===== src/rtl/cpu24_fetch_if.sv =====
`default_nettype none
// ============================================================================
//  Module   : cpu24_fetch_if
//  Purpose  : Bundles the fetch unit's instruction-memory, redirect and
//             decode-handshake signals.
//  Ports    : master = fetch unit side, slave = memory/execute/decode side
//             imem_addr/imem_read  read request (data returns next cycle)
//             imem_data            read data
//             redirect/redirect_pc branch redirect from execute
//             instr_valid/ready    decode handshake
//             instr/instr_pc       head-of-queue instruction and its address
//  Revision : 1.0  initial release
// ============================================================================
interface cpu24_fetch_if #(
    parameter int ADDR_W = 8,
    parameter int DATA_W = 24
);
    logic [ADDR_W-1:0] imem_addr;
    logic              imem_read;
    logic [DATA_W-1:0] imem_data;
    logic              redirect;
    logic [ADDR_W-1:0] redirect_pc;
    logic              instr_valid;
    logic              instr_ready;
    logic [DATA_W-1:0] instr;
    logic [ADDR_W-1:0] instr_pc;

    modport master (
        output imem_addr, imem_read, instr_valid, instr, instr_pc,
        input  imem_data, redirect, redirect_pc, instr_ready
    );

    modport slave (
        input  imem_addr, imem_read, instr_valid, instr, instr_pc,
        output imem_data, redirect, redirect_pc, instr_ready
    );
endinterface
`default_nettype wire


===== src/rtl/cpu24_fetch_unit.sv =====
`default_nettype none
// ============================================================================
//  Module   : cpu24_fetch_unit
//  Purpose  : Instruction fetch stage. Runs the PC, issues reads to a
//             synchronous instruction memory, buffers returned words in a
//             prefetch queue and hands {PC, instr} pairs to decode. A branch
//             redirect flushes queued and in-flight fetches.
//  Ports    : clk_i  rising-edge clock
//             rst_i  synchronous active-high reset
//             bus    cpu24_fetch_if.master (memory, redirect, decode signals)
//  Revision : 1.0  initial release
// ============================================================================
module cpu24_fetch_unit #(
    parameter int          ADDR_W   = 8,
    parameter int          DATA_W   = 24,
    parameter int          DEPTH    = 4,
    parameter int unsigned RESET_PC = 0
) (
    input  wire logic           clk_i,
    input  wire logic           rst_i,
    cpu24_fetch_if.master       bus
);
    localparam int PTR_W = $clog2(DEPTH);
    localparam int CNT_W = PTR_W + 1;

    logic [ADDR_W-1:0] pc_q, pc_d;
    logic [ADDR_W-1:0] tag_q, tag_d;
    logic              inflight_q, inflight_d;
    logic [CNT_W-1:0]  count_q, count_d;
    logic [PTR_W-1:0]  wr_ptr_q, wr_ptr_d;
    logic [PTR_W-1:0]  rd_ptr_q, rd_ptr_d;

    logic [DATA_W-1:0] data_q [DEPTH];
    logic [ADDR_W-1:0] addr_q [DEPTH];

    logic [CNT_W:0]    occ;
    logic              issue;
    logic              push;
    logic              pop;
    logic              valid;

    // Occupancy counts the in-flight read so a response always has a slot.
    assign occ   = {1'b0, count_q} + (CNT_W+1)'(inflight_q);
    assign issue = !rst_i && !bus.redirect && (occ < (CNT_W+1)'(DEPTH));
    // A redirect at the response edge kills the returning word.
    assign push  = inflight_q && !bus.redirect;
    assign valid = (count_q != '0);
    // Flush outranks a concurrent pop.
    assign pop   = valid && bus.instr_ready && !bus.redirect;

    always_comb begin
        pc_d       = pc_q;
        tag_d      = tag_q;
        inflight_d = issue;
        count_d    = count_q;
        wr_ptr_d   = wr_ptr_q;
        rd_ptr_d   = rd_ptr_q;
        if (bus.redirect) begin
            pc_d       = bus.redirect_pc;
            inflight_d = 1'b0;
            count_d    = '0;
            wr_ptr_d   = '0;
            rd_ptr_d   = '0;
        end else begin
            if (issue) begin
                pc_d  = pc_q + 1'b1;
                tag_d = pc_q;
            end
            count_d = count_q + CNT_W'(push) - CNT_W'(pop);
            if (push) wr_ptr_d = wr_ptr_q + 1'b1;
            if (pop)  rd_ptr_d = rd_ptr_q + 1'b1;
        end
    end

    always_ff @(posedge clk_i) begin
        if (rst_i) begin
            pc_q       <= ADDR_W'(RESET_PC);
            tag_q      <= '0;
            inflight_q <= 1'b0;
            count_q    <= '0;
            wr_ptr_q   <= '0;
            rd_ptr_q   <= '0;
        end else begin
            pc_q       <= pc_d;
            tag_q      <= tag_d;
            inflight_q <= inflight_d;
            count_q    <= count_d;
            wr_ptr_q   <= wr_ptr_d;
            rd_ptr_q   <= rd_ptr_d;
        end
    end

    // Queue storage needs no reset: entries are only visible while counted.
    always_ff @(posedge clk_i) begin
        if (push) begin
            data_q[wr_ptr_q] <= bus.imem_data;
            addr_q[wr_ptr_q] <= tag_q;
        end
    end

    assign bus.imem_addr   = pc_q;
    assign bus.imem_read   = issue;
    assign bus.instr_valid = valid;
    // Outputs forced to zero when empty so reset presents Instr=0/InstrPC=0.
    assign bus.instr       = valid ? data_q[rd_ptr_q] : '0;
    assign bus.instr_pc    = valid ? addr_q[rd_ptr_q] : '0;
endmodule
`default_nettype wire


===== src/flat_wrapper.sv =====
// flat-port wrapper written by rule: the top's interface ports become plain ports
module cpu24_fetch_unit_flat 
#(
    parameter int          ADDR_W   = 8,
    parameter int          DATA_W   = 24,
    parameter int          DEPTH    = 4,
    parameter int unsigned RESET_PC = 0
)
  (clk_i, rst_i, bus_imem_addr, bus_imem_read, bus_instr_valid, bus_instr, bus_instr_pc, bus_imem_data, bus_redirect, bus_redirect_pc, bus_instr_ready);
  cpu24_fetch_if #(.ADDR_W(ADDR_W), .DATA_W(DATA_W)) bus_i ();
  input  wire logic clk_i;
  input  wire logic rst_i;
  output wire logic [$bits(bus_i.imem_addr)-1:0] bus_imem_addr;
  output wire logic [$bits(bus_i.imem_read)-1:0] bus_imem_read;
  output wire logic [$bits(bus_i.instr_valid)-1:0] bus_instr_valid;
  output wire logic [$bits(bus_i.instr)-1:0] bus_instr;
  output wire logic [$bits(bus_i.instr_pc)-1:0] bus_instr_pc;
  input wire logic [$bits(bus_i.imem_data)-1:0] bus_imem_data;
  input wire logic [$bits(bus_i.redirect)-1:0] bus_redirect;
  input wire logic [$bits(bus_i.redirect_pc)-1:0] bus_redirect_pc;
  input wire logic [$bits(bus_i.instr_ready)-1:0] bus_instr_ready;
  assign bus_imem_addr = bus_i.imem_addr;
  assign bus_imem_read = bus_i.imem_read;
  assign bus_instr_valid = bus_i.instr_valid;
  assign bus_instr = bus_i.instr;
  assign bus_instr_pc = bus_i.instr_pc;
  assign bus_i.imem_data = bus_imem_data;
  assign bus_i.redirect = bus_redirect;
  assign bus_i.redirect_pc = bus_redirect_pc;
  assign bus_i.instr_ready = bus_instr_ready;
  cpu24_fetch_unit #(.ADDR_W(ADDR_W), .DATA_W(DATA_W), .DEPTH(DEPTH), .RESET_PC(RESET_PC)) u_core (.clk_i(clk_i), .rst_i(rst_i), .bus(bus_i));
endmodule

===== config.mk =====
export PLATFORM = sky130hd
export DESIGN_NAME = cpu24_fetch_unit_flat
export DESIGN_NICKNAME = d
export VERILOG_FILES = /design/src/rtl/cpu24_fetch_if.sv /design/src/rtl/cpu24_fetch_unit.sv /design/src/flat_wrapper.sv
export SDC_FILE = /design/constraint.sdc
export NUM_CORES = 1
export LEC_CHECK = 0
export BUFFER_PORTS_ARGS = -buffer_cell sky130_fd_sc_hd__buf_2
export CAP_MARGIN = 0
export CORE_ASPECT_RATIO = 1.25
export CORE_MARGIN = 5
export CORE_UTILIZATION = 62
export CTS_CLUSTER_DIAMETER = 50
export CTS_CLUSTER_SIZE = 14
export DETAILED_ROUTE_END_ITERATION = 7
export GPL_TIMING_DRIVEN = 0
export PLACE_DENSITY_LB_ADDON = 0.2
export SLEW_MARGIN = 5
export SYNTH_ARGS = -nofsm -noshare
export SYNTH_HDL_FRONTEND = slang
export SYNTH_SLANG_ARGS = --single-unit

===== constraint.sdc =====
create_clock -name clk_i -period 6.6 [get_ports clk_i]
set_clock_uncertainty 0.15 [all_clocks]
set_input_delay 0.66 -clock clk_i [delete_from_list [all_inputs] [get_ports clk_i]]
set_output_delay 0.66 -clock clk_i [all_outputs]
set_load 0.02 [all_outputs]

==> flow_summary.json <==
{
  "drt_wl_total_um": 11200,
  "syn2layout_area_growth_pct": 19.8,
  "finish.utilization_pct": 75.5,
  "vias": 3312,
  "grt_pass1_wl_um": 18500,
  "num_rows": 40,
  "syn_area_mm2": 0.00606,
  "max_freq_mhz": 322,
  "synth-seq-area-share_pct": 72.0,
  "setup_viol": 0,
  "core_mm2": 0.00961,
  "rsz0062_at_grt": "no",
  "htree_num_levels": 4,
  "initialDrtViolationCount": 251,
  "start_kind": "flop",
  "overflow": 0,
  "reg2reg_depth": 11,
  "pwr-share-clk_pct": 44.1,
  "synth_seq_cells": 154,
  "synthArstFlopShare_pct": 0,
  "io_pins": 78,
  "synth_common_cells": "edfxtp_1 (128), and2_1 (38), mux4_2 (32)",
  "drive_above_1_share_pct": 32.7,
  "min_from": "bus_imem_data[21]",
  "relSlewSlack_pct": 56.3,
  "ctsHoldBuffers": 0,
  "synth_cell_types": 35,
  "power.leakage_nw": 2.59,
  "yosysWarnings": 0,
  "p_sw_share_pct": 19.4,
  "synth_enable_flop_cells": 128,
  "reg2reg_to": "u_core.count_q[2]",
  "antenna_found_initial": 0,
  "p_seq_share_pct": 51.6,
  "die_w_um": 98.4,
  "drv_slew": 0,
  "ant_nets": 0,
  "cts_sinks": 154,
  "placed_area_mm2": 0.00668,
  "grt_max_degree": 29,
  "diodes": 0,
  "syn-num-nets": 392,
  "io_buffer_count": 76,
  "p_sw_mw": 0.406,
  "synthTopCellsByArea": "edfxtp_1 (63%), mux4_2 (12%), dfxtp_1 (8.6%)",
  "cts-root-buf": "clkbuf_16",
  "outcome": "finished, final reports clean",
  "netlist_instances": 347,
  "hold_viol_final": 0,
  "initial_core_util_pct": 63.0,
  "finalCritPeriodShare_pct": 47.0,
  "synth_ff_type": "edfxtp_1",
  "via_per_inst": 5.66,
  "r2r-start": "u_core.count_q[2]",
  "nets": 491,
  "fin_area_mm2": 0.00726,
  "clk_path_buf_depth": 2,
  "synth.top_cell.area_share_pct": 63.4,
  "dr.pass1.iters": 5,
  "die-area_mm2": 0.0119,
  "crit_path_end_kind": "output port",
  "cts_buffers": 17,
  "comb_power_share_pct": 4.3,
  "critPathArrivalTime_ps": 2290,
  "critPathMaxFanout": 10,
  "cts_resized": 0,
  "reg2reg_slack_ps": 4080,
  "detail_route.wl_per_cell_um": 19.1,
  "layout_setup_ws_ps": 3500,
  "fin_crit_ps": 3100,
  "p_int_mw": 1.69,
  "ir_worst_vdd_uv": 207,
  "place_congestion": 0.783,
  "path_clk_slew_ps": 60,
  "powerDensity_mw_per_mm2": 288,
  "max_cap_violations": 0,
  "syn-mean-instance-area_um2": 17.5,
  "synth_top_area_cell": "edfxtp_1",
  "min_to": "u_core.data_q[2][21]",
  "hp-class": "primary input to flop",
  "grt_pass1_vias": 3581,
  "timing_worst_setup_path_type": "flop to output port",
  "fin_setup_tns_ps": 0,
  "route.detailed.drc": 0,
  "cts_tree": "built",
  "worst_skew_pair.late_latency_ps": 410,
  "yosysMostFrequentCell": "edfxtp_1",
  "tightest_slew_ps": 655,
  "hold_path_depth": 1,
  "die_height_um": 121,
  "pre_cts_ws_ps": 3900,
  "crit_required_ps": 5790,
  "cts_setup_buffers": 0,
  "grt_use_total_pct": 20.8,
  "dp_hpwl_um": 7270
}
-- logic make-up after synthesis --
| group | share of synthesized area [%] |
|---|---|
| buf+inv | 1.86 |
| mux | 12.4 |
| fa+ha+maj | 1.98 |
| xor+xnor | 0.723 |
| compound gates | 3.20 |
| flops | 72.0 |
| simple gates | 7.79 |
-- worst max-delay path, cell delays in order (launching register included) --
cell and delay, ps:
dfxtp_1 310, clkbuf_1 250, buf_2 410, mux4_2 560, and2_1 180, buf_2 160
-- final cells by class --
class / count / area [um^2]
repair buffers: 80 / 460
multi-input cells: 166 / 1590
inverters: 7 / 26.3
flip-flops and latches: 154 / 4360
plain buffers: 20 / 86.3
clock inverters: 9 / 98.8
well taps: 126 / 158
clock buffers: 23 / 478
fillers: 613 / 2350
-- how the worst max path moves through the flow --
stage | depth (start not counted) | end
floorplan | 4 | bus_imem_read
finish | 5 | bus_instr[2]
CTS | 5 | bus_instr_pc[0]
global route | 5 | bus_instr_pc[1]
global placement | 3 | u_core.data_q[0][7]
detailed placement | 5 | bus_instr_pc[5]
-- per-layer routing --
metal / vias to the layer above / share of wire (%) / track usage, %
met5: - / 0 / 0
met4: 0 / 1.6 / 6.49
met3: 15 / 6.2 / 6.06
met2: 115 / 54 / 36.6
met1: 1634 / 38 / 24.6
li1: 1548 / - / -
-- layout by cell type, fill, tap and decap left out, types with 2 or more instances in the layout --
cell	synthesis	routed
xor2_1	2	2
inv_1	7	7
bufinv_16	0	2
clkbuf_8	0	3
dfxtp_1	26	26
nand3_1	14	14
buf_12	0	4
or4_1	2	2
ha_1	8	8
buf_2	3	79
edfxtp_1	128	128
nand2_1	7	7
clkbuf_1	15	18
a21oi_1	9	9
a311oi_1	5	5
clkinv_2	0	4
nor2_1	16	16
and2_1	38	34
clkinvlp_4	0	2
mux2i_1	2	2
or3_1	3	3
and2_2	0	4
o31ai_1	2	2
clkbuf_16	0	17
xnor2_1	3	3
o21ai_0	10	10
mux4_2	32	32
-- state kept, by name, indices dropped and copies added (netlist names), named ones only --
signal                flops
u_core.count_q            3
u_core.bus.imem_addr      8
u_core.wr_ptr_q           2
u_core.tag_q              8
u_core.inflight_q         1
u_core.rd_ptr_q           2
u_core.data_q            96
u_core.addr_q            32
-- metrics by stage --
step | hold WS, ps | power [mW] | instances
2_1_floorplan | 304 | 1.15 | 347
3_3_place_gp | 314 | 1.18 | 549
3_5_place_dp | 339 | 1.19 | 553
4_1_cts | 300 | 2.10 | 585
5_1_grt | 303 | 2.17 | 585
6_report | 314 | 2.09 | 585
-- power by group through the flow --
stage                     Combinational (mW)  Sequential (mW)  Clock, mW
final                                 0.0891             1.08      0.924
after floorplan                       0.0465             1.10          0
after global routing                  0.0992             1.08      0.985
after CTS                             0.0904             1.08      0.934
after global placement                0.0850             1.10          0
after detailed placement              0.0896             1.10          0
Power figures use the tool's default switching activity.
